$ cat src/rtl/tt_trng_ctrl.sv
// rtl/tt_trng_ctrl.sv - ring-oscillator TRNG controller: warm-up, 4-bit key collection, repetition health test
`timescale 1ns/1ps

module tt_trng_ctrl #(
    parameter int WARMUP_CYC = 32,
    parameter int REP_LIMIT  = 8
) (
    input  logic       clk,
    input  logic       rst,
    input  logic       start,
    input  logic       raw_bit,
    input  logic       key_ready,
    input  logic       fault_clr,
    output logic       ring_en,
    output logic       key_valid,
    output logic [3:0] key_data,
    output logic       busy,
    output logic       health_fail,
    output logic [7:0] key_count
);

    typedef enum logic [2:0] {
        S_IDLE,
        S_WARMUP,
        S_COLLECT,
        S_PRESENT,
        S_FAULT
    } state_t;

    localparam logic [7:0] WARM_LAST = 8'(WARMUP_CYC - 1);
    localparam logic [3:0] REP_MAX   = 4'(REP_LIMIT);

    state_t     state;
    state_t     state_nx;
    logic [7:0] warm_cnt;
    logic [7:0] warm_cnt_nx;
    logic [1:0] bit_cnt;
    logic [1:0] bit_cnt_nx;
    logic [3:0] shift_reg;
    logic [3:0] shift_nx;
    logic [3:0] sampled_key;
    logic       last_bit;
    logic       last_bit_nx;
    logic [3:0] run_len;
    logic [3:0] run_len_nx;
    logic [3:0] run_sample;
    logic [3:0] key_data_nx;
    logic [7:0] key_count_nx;
    logic       active_nx;

    // run_len of zero marks "no bit sampled yet", so the first sample starts a run of one
    always_comb begin
        run_sample  = 4'd1;
        sampled_key = {shift_reg[2:0], raw_bit};
        if ((run_len != 4'd0) && (raw_bit == last_bit)) begin
            run_sample = run_len + 4'd1;
        end
    end

    always_comb begin
        state_nx     = state;
        warm_cnt_nx  = warm_cnt;
        bit_cnt_nx   = bit_cnt;
        shift_nx     = shift_reg;
        last_bit_nx  = last_bit;
        run_len_nx   = run_len;
        key_data_nx  = key_data;
        key_count_nx = key_count;

        case (state)
            S_IDLE: begin
                if (start) begin
                    state_nx    = S_WARMUP;
                    warm_cnt_nx = 8'd0;
                    bit_cnt_nx  = 2'd0;
                    shift_nx    = 4'd0;
                    last_bit_nx = 1'b0;
                    run_len_nx  = 4'd0;
                end
            end

            S_WARMUP: begin
                if (!start) begin
                    state_nx    = S_IDLE;
                    warm_cnt_nx = 8'd0;
                end else if (warm_cnt == WARM_LAST) begin
                    state_nx    = S_COLLECT;
                    warm_cnt_nx = 8'd0;
                    bit_cnt_nx  = 2'd0;
                    shift_nx    = 4'd0;
                end else begin
                    warm_cnt_nx = warm_cnt + 8'd1;
                end
            end

            S_COLLECT: begin
                if (!start) begin
                    state_nx   = S_IDLE;
                    bit_cnt_nx = 2'd0;
                    shift_nx   = 4'd0;
                end else begin
                    shift_nx    = sampled_key;
                    last_bit_nx = raw_bit;
                    run_len_nx  = run_sample;
                    bit_cnt_nx  = bit_cnt + 2'd1;
                    // a tripped health test outranks a key completing on the same bit
                    if (run_sample >= REP_MAX) begin
                        state_nx   = S_FAULT;
                        bit_cnt_nx = 2'd0;
                        shift_nx   = 4'd0;
                    end else if (bit_cnt == 2'd3) begin
                        state_nx    = S_PRESENT;
                        key_data_nx = sampled_key;
                        bit_cnt_nx  = 2'd0;
                    end
                end
            end

            S_PRESENT: begin
                if (key_ready) begin
                    key_count_nx = key_count + 8'd1;
                    shift_nx     = 4'd0;
                    state_nx     = start ? S_COLLECT : S_IDLE;
                end
            end

            S_FAULT: begin
                if (fault_clr && !start) begin
                    state_nx = S_IDLE;
                end
            end

            default: begin
                state_nx = S_IDLE;
            end
        endcase
    end

    assign active_nx = (state_nx == S_WARMUP) || (state_nx == S_COLLECT) ||
                       (state_nx == S_PRESENT);

    // outputs are decoded from the next state so they change on the same edge as the state
    always_ff @(posedge clk or posedge rst) begin
        if (rst) begin
            state       <= S_IDLE;
            warm_cnt    <= 8'd0;
            bit_cnt     <= 2'd0;
            shift_reg   <= 4'd0;
            last_bit    <= 1'b0;
            run_len     <= 4'd0;
            key_data    <= 4'd0;
            key_count   <= 8'd0;
            ring_en     <= 1'b0;
            busy        <= 1'b0;
            key_valid   <= 1'b0;
            health_fail <= 1'b0;
        end else begin
            state       <= state_nx;
            warm_cnt    <= warm_cnt_nx;
            bit_cnt     <= bit_cnt_nx;
            shift_reg   <= shift_nx;
            last_bit    <= last_bit_nx;
            run_len     <= run_len_nx;
            key_data    <= key_data_nx;
            key_count   <= key_count_nx;
            ring_en     <= active_nx;
            busy        <= active_nx;
            key_valid   <= (state_nx == S_PRESENT);
            health_fail <= (state_nx == S_FAULT);
        end
    end

endmodule

$ cat config.mk
export PLATFORM = sky130hd
export DESIGN_NAME = tt_trng_ctrl
export DESIGN_NICKNAME = d
export VERILOG_FILES = /design/src/rtl/tt_trng_ctrl.sv
export SDC_FILE = /design/constraint.sdc
export NUM_CORES = 1
export LEC_CHECK = 0
export ABC_AREA = 1
export ABC_CLOCK_PERIOD_IN_PS = 1800
export CAP_MARGIN = 20
export CORE_MARGIN = 4
export CORE_UTILIZATION = 55
export DETAILED_ROUTE_END_ITERATION = 8
export PLACE_DENSITY = 0.79
export SYNTH_ARGS = -nofsm -noshare
export SYNTH_HDL_FRONTEND = slang
export SYNTH_SLANG_ARGS = --single-unit
$ cat constraint.sdc
create_clock -name clk -period 1.8 [get_ports clk]
set_clock_uncertainty 0.1 [all_clocks]
set_input_delay 0.45 -clock clk [delete_from_list [all_inputs] [get_ports clk]]
set_output_delay 0.45 -clock clk [all_outputs]
set_load 0.1 [all_outputs]
==> results.md, run 1 <==
- Die width: 66.5 um
- DRC Markers: 0
- Met3 Usage GRT: 0.0624
- Post-CTS Setup Bufs: 0
- Slowest cell on crit path: dfrtp_1
- Leakage: 0.00128 uW
- Final setup fails: 0
- Worst relative slew slack: 0.815
- Post-synth top flop: dfrtp_1
- Share of post-route cells with drive strength above 1: 0.179
- Syn Inst Count: 246
- Non-filler cells, final: 329
- Most frequent cell after synthesis: nand2_1
- Vias per cell: 4.97
- H-tree levels: 2
- Kind of critical path: register to output port
- ANT nets after route: 0
- Synth area leader: dfrtp_1
- GR Util met2: 0.333
- Final period util: 0.908
- Syn Std Cell Area: 1880 um2
- GP Congestion: 0.876
- Hpwl dp: 2.80 mm
- Post-synth cell types: 23
- Vias in the first global route: 1555
- Crit. End Element: output port
- Biggest regs: key_count x8, warm_cnt x8
- Final Core Density: 0.785
- Drt wl/cell: 11.5 um
- Synth top area share: 0.479
- Crit path max-delay family: flip-flops
- Root Driver: clkbuf_4
- Largest stage delay on the critical path: 510 ps
- Hold buffer count at cts: 0
- Worst-Margin Slew: 277 ps
- Diodes inserted: 0
- Worst Setup SP: key_count[3]
- 1st-pass router iterations: 4
- Starting Density: 0.597
- PnR Total Power: 1800 uW
- Met1 Use GR: 0.240
- Critical path, cell by cell: buf_12
- Post-layout min period: 1630 ps
- First-pass GRT wire length: 6.62 mm
- GR Util All Layers: 0.200
- CP startpoint kind: register
- Final #Nets: 295
- Place WS: -98.5 ps
- Core box area: 3150 um2
- Syn nets: 257
- Site Rows: 20
- CTS tree: yes
- FMAX: 0.612 GHz
- Worst r2r path cells: 10
- Die area: 4420 um2
- Ys Warns: 0
- Die extent in y: 66.5 um
- Clk_lat worst skew: 360 ps
- Initial antenna violation count: 0
- Post-synth EDFFs: 0
- Setup WS post-layout: 166 ps
- Gr busiest metal: met2
- Global route overflow: 0
- Vias: 1635
- Max clock buf depth: 2
- Final Instance Area: 2480 um2
- Post-cts gate resize count: 0
- Clock-pin slew on the worst setup and hold paths: 120 ps
- Syn-to-layout area delta: 31.6%
- WP data arrival: 1080 ps
- Slew Viols, Final: 0
- Asr flop ratio synth: 1.00
- Power Dens Cells: 727 nW/um2
- Crit Path Max Fanout: 6
- Routed WL: 3.80 mm
- DR iter-0 viols: 83
- RSZ-0062 raised after global routing: no
- Reg2Reg Setup Slack: 210 ps
- Critical path buffer and inverter count: 1
- Placed cell areas: 2400 um2
- TritonCTS buffer count: 5
- Hold Path Class: primary input to asynchronous set/reset pin
- Status: complete, no violations
- Fillers: 222
- WP data required: 1250 ps
- Placed cells: 321
- Max-cap violation count: 0
- I/O pins: 22
- Largest net degree at the start of global routing: 37
- Top cells by count, synth: nand2_1, dfrtp_1, inv_1
- Worst r2r dst: shift_reg[0]
- Buffers on Ports: 21
- Clk sinks: 36
- Final hold vios: 0
- Syn Area/Cell: 7.65 um2
- Synth Register Bits: 36
- Area contributors post-synth: dfrtp_1, nand2_1, inv_1
- Worst IR Drop VDD: 432 uV
- Register area share after synthesis: 0.479
- Critical R2R Launch: warm_cnt[0]
-- metal layers --
layer | up-vias | share of wire
met5 | - | 0
met4 | 0 | 0.018
met3 | 7 | 0.041
met2 | 29 | 0.48
met1 | 755 | 0.46
li1 | 844 | -
-- where the power goes --
group | switching, uW | total (uW) | leakage [uW] | internal, uW
clock | 278 | 569 | 0.0000422 | 291
sequential | 44.7 | 891 | 0.000489 | 846
combinational | 212 | 339 | 0.000748 | 127
-- layout make-up --
cell class / count / area [um2] / share of cell area
Sequential cell: 36 / 906 / 0.366
Multi-Input combinational cell: 172 / 835 / 0.337
Timing Repair Buffer: 32 / 465 / 0.188
Inverter: 37 / 139 / 0.0561
Tap cell: 44 / 55.1 / 0.0222
Clock buffer: 6 / 41.3 / 0.0167
Clock inverter: 2 / 35.0 / 0.0141
-- worst reg2reg max path, stage by stage, from the launching register on --
cell     delay (ps)
dfrtp_1         410
ha_1            180
nand2_1          90
inv_1            80
nand2_1          70
nor2_1          160
nand2_1          70
nand2_1          80
nand2_1         110
nand2_1          80
nand2_1          50
-- kinds of logic after synthesis --
| kind of cell | share of synthesized area |
|---|---|
| adder cells (fa/ha/maj) | 0.0332 |
| AND/OR/NAND/NOR | 0.328 |
| buffers and inverters | 0.0778 |
| flip-flops | 0.479 |
| AO/OA/AOI/OAI | 0.0585 |
| XOR/XNOR | 0.0233 |
-- how the worst max path moves through the flow --
stage	depth (start not counted)	end	slack, ps
after floorplan	7	key_count[7]	8
after detailed placement	9	shift_reg[0]	-100
final	1	key_count[3]	170
after global routing	8	busy	70
after CTS	1	key_count[3]	160
after global placement	9	busy	-70
-- stage by stage --
step           hold WS, ps  setup TNS (ps)
2_1_floorplan          342               0
3_3_place_gp           365            -518
3_5_place_dp           365            -863
4_1_cts                347               0
5_1_grt                360               0
6_report               340               0
-- placed cells by master, fill, tap and decap left out, drive strengths merged --
cell type and instances:
nand3 21, o21bai 1, clkdlybuf4s50 5, clkbuf 6, a21oi 6, nor3 2
nor2 24, o21ai 11, inv 37, xor2 3, o22ai 1, nand2 90
bufinv 1, nand4 4, dfrtp 36, buf 27, clkinv 1, xnor2 2
nand3b 1, ha 5, a22oi 1
Note: power is estimated with default switching activity, not from simulation.
==> run 2: changes to the inputs <==
ABC_AREA = not set   (was 1)
PLACE_DENSITY = 0.89   (was 0.79)
SKIP_CTS_REPAIR_TIMING = 1   (was not set)
==> run 2 against run 1 <==
Register-to-register slack got worse by 120 ps. Worst setup slack got worse by 93 ps. Global-route usage is 1.4 points higher. Clock-buffer cell count increased by 2. Final cell count fell by 24%. Critical endpoint is now state[0].
==> results.md, run 2 <==
- Status: complete, no violations
- GR Util met2: 0.367 (+0.0334)
- Core box area: 3130 um2 (-0.79%)
- Crit Path Max Fanout: 6 (unchanged)
- DRC Markers: 0 (unchanged)
- GR Util All Layers: 0.214 (+0.0139)
- Crit. End Element: register
- Hpwl dp: 3.05 mm (+8.9%)
- Ys Warns: 0 (unchanged)
- Top cells by count, synth: dfrtp_1, nor2_1, nand3_1
- Register area share after synthesis: 0.489 (+0.0101)
- Commonest non-fill, non-tap cell in the layout: dfrtp_1
- 1st-pass router iterations: 6 (+2)
- Share of post-route cells with drive strength above 1: 0.317 (+0.138)
- ANT nets after route: 0 (unchanged)
- GP Congestion: 0.790 (-9.8%)
- Worst relative slew slack: 0.741 (-0.0741)
- Synth area leader: dfrtp_1
- Syn Std Cell Area: 1840 um2 (-2.1%)
- Place WS: -354 ps (-256 ps)
- Die extent in y: 65.9 um (-0.92%)
- Synth top area share: 0.489 (+0.0101)
- Hold Path Class: primary input to asynchronous set/reset pin
- Final setup fails: 0 (unchanged)
- Setup WS post-layout: 72.7 ps (-93.0 ps)
- Site Rows: 20 (unchanged)
- Vias: 1408 (-14%)
- Post-layout min period: 1730 ps (+93.0 ps)
- I/O pins: 22 (unchanged)
- Largest net degree at the start of global routing: 37 (unchanged)
- Post-synth cell types: 47 (+100%)
- Drt wl/cell: 16.0 um (+39%)
- Sequential Power Share: 0.536 (+0.041)
- Synth Register Bits: 36 (unchanged)
- Syn-to-layout area delta: 33.9%
- Met1 Use GR: 0.257 (+0.0164)
- Vias per cell: 5.65 (+14%)
- Most frequent cell after synthesis: dfrtp_1
- Post-synth EDFFs: 0 (unchanged)
- Leakage: 0.00116 uW (-9.6%)
- Largest stage delay on the critical path: 450 ps (-60 ps)
- Asr flop ratio synth: 1.00 (unchanged)
- Area contributors post-synth: dfrtp_1, ha_1, nand3_1
- Initial antenna violation count: 0 (unchanged)
- Vias in the first global route: 1454 (-6.5%)
- Root Driver: clkbuf_4
- Worst IR Drop VDD: 616 uV (+43%)
- Kind of critical path: primary input to register
- RSZ-0062 raised after global routing: no
- Clk network pwr share: 0.314 (-0.002)
- Clock-pin slew on the worst setup and hold paths: 110 ps (about the same)
- Pint: 1150 uW (-9.0%)
- Slowest cell on crit path: clkdlybuf4s50_1
- H-tree levels: 2 (unchanged)
- First-pass GRT wire length: 6.94 mm (+4.9%)
- Final #Nets: 215 (-27%)
- Starting Density: 0.589 (-0.00763)
- Setup TNS: 0 ps (unchanged)
- Power Dens Cells: 636 nW/um2 (-12%)
- CTS tree: yes
- Met3 Usage GRT: 0.0578 (-0.00457)
- Die area: 4340 um2 (-1.8%)
- Clk_lat worst skew: 350 ps (about the same)
- Slew Viols, Final: 0 (unchanged)
- TritonCTS buffer count: 5 (unchanged)
- Comb power frac: 0.150 (-0.038)
- Global route overflow: 0 (unchanged)
- Most frequent cells in the layout: dfrtp_1, buf_4, buf_12
- Clk sinks: 36 (unchanged)
- Gr busiest metal: met2
- Syn Area/Cell: 11.3 um2 (+48%)
- Max-cap violation count: 0 (unchanged)
- PnR Total Power: 1570 uW (-13%)
- Sw Pwr: 418 uW (-22%)
- Post-synth top flop: dfrtp_1
- Worst-Margin Slew: 386 ps (+108 ps)
- Max clock buf depth: 2 (unchanged)
- Syn nets: 174 (-32%)
- WP data arrival: 1850 ps (+770 ps)
- WP data required: 1920 ps (+670 ps)
- Biggest regs: key_count x8, warm_cnt x8
- Routed WL: 3.99 mm (+5.1%)
- Diodes inserted: 0 (unchanged)
- Syn Inst Count: 163 (-34%)
- Final hold vios: 0 (unchanged)
- Buffers on Ports: 21 (unchanged)
- CP startpoint kind: primary input
- Die width: 65.9 um (-0.92%)
- DR iter-0 viols: 61 (-27%)
- FMAX: 0.579 GHz (-5.4%)
- Final period util: 0.960 (+0.0516)
- Critical path, cell by cell: clkdlybuf4s50_1, xor2_2, a21oi_2, a21oi_4, or3_1
- Switching share of power: 0.266 (-0.0308)
run 2: changes by cell type after synthesis, moves of 5 or more:
cell / before / now
inv_1: 36 / 6
nor2_1: 19 / 13
a22o_1: 0 / 6
o21ai_0: 10 / 5
nand2_1: 88 / 8
nand3_1: 17 / 12
run 2: logic make-up (layout without fill, tap and decap cells):
| logic type | Yosys count | in the layout | synth area share |
|---|---|---|---|
| AOI/OAI and AO/OA | 32 | 32 | 0.136 |
| buffers and inverters | 13 | 55 | 0.0394 |
| and+or+nand+nor | 58 | 58 | 0.199 |
| muxes | 7 | 7 | 0.0421 |
| adders and majority gates | 5 | 5 | 0.0339 |
| xor gates and xnor gates | 12 | 12 | 0.0611 |
| DFF | 36 | 36 | 0.489 |
run 2: power groups by stage:
stage          sequential (uW)  combinational, uW  clock (uW)
4_1_cts                    841                235         505
5_1_grt                    845                254         545
3_5_place_dp               857                234           0
3_3_place_gp               856                224           0
6_report                   841                235         492
2_1_floorplan              887                111           0
run 2: area by class of cell:
cell class                      instances  area (um2)
Fill cell                             193         661
Sequential cell                        36         907
Tap cell                               44        55.1
Inverter                                7        26.3
Timing Repair Buffer                   40         528
Clock buffer                            8        68.8
Multi-Input combinational cell        114         882
run 2: metal layers:
layer,share of wire,vias up
li1,-,668
met1,0.41,708
met2,0.54,24
met3,0.034,8
met4,0.014,0
met5,0,-
run 2: path summary, 6_finish.rpt:
check,from,endpoint,slack [ps],depth (start not counted)
hold reg to reg,run_len[2],run_len[2],420,1
setup reg to reg,warm_cnt[0],bit_cnt[0],90,5
setup / recovery,raw_bit,state[0],70,5
min in group clk,run_len[2],run_len[2],420,1
hold / removal,rst,key_count[0],330,3
max in group asynchronous,rst,key_count[2],1070,3
run 2: stage by stage:
stage / std cells / area, um2 / hold slack [ps] / utilization
global placement: 241 / 2380 / 379 / 0.762
global route: 249 / 2470 / 344 / 0.789
detailed placement: 241 / 2380 / 382 / 0.762
CTS: 249 / 2450 / 334 / 0.784
finish: 249 / 2470 / 330 / 0.789
floorplan: 163 / 1850 / 359 / -
run 2: worst max-delay path, delay by kind of cell:
family	cells	cell delay, ps
AOI/OAI and AO/OA	2	390
and+or+nand+nor	1	380
buffers and inverters	1	450
xor gates and xnor gates	1	170
==> run 3: changes to the inputs <==
SKIP_CTS_REPAIR_TIMING = not set   (was 1)
==> results of run 3 <==
Same layout as run 2: the final DEF is identical, and so are final timing and power.
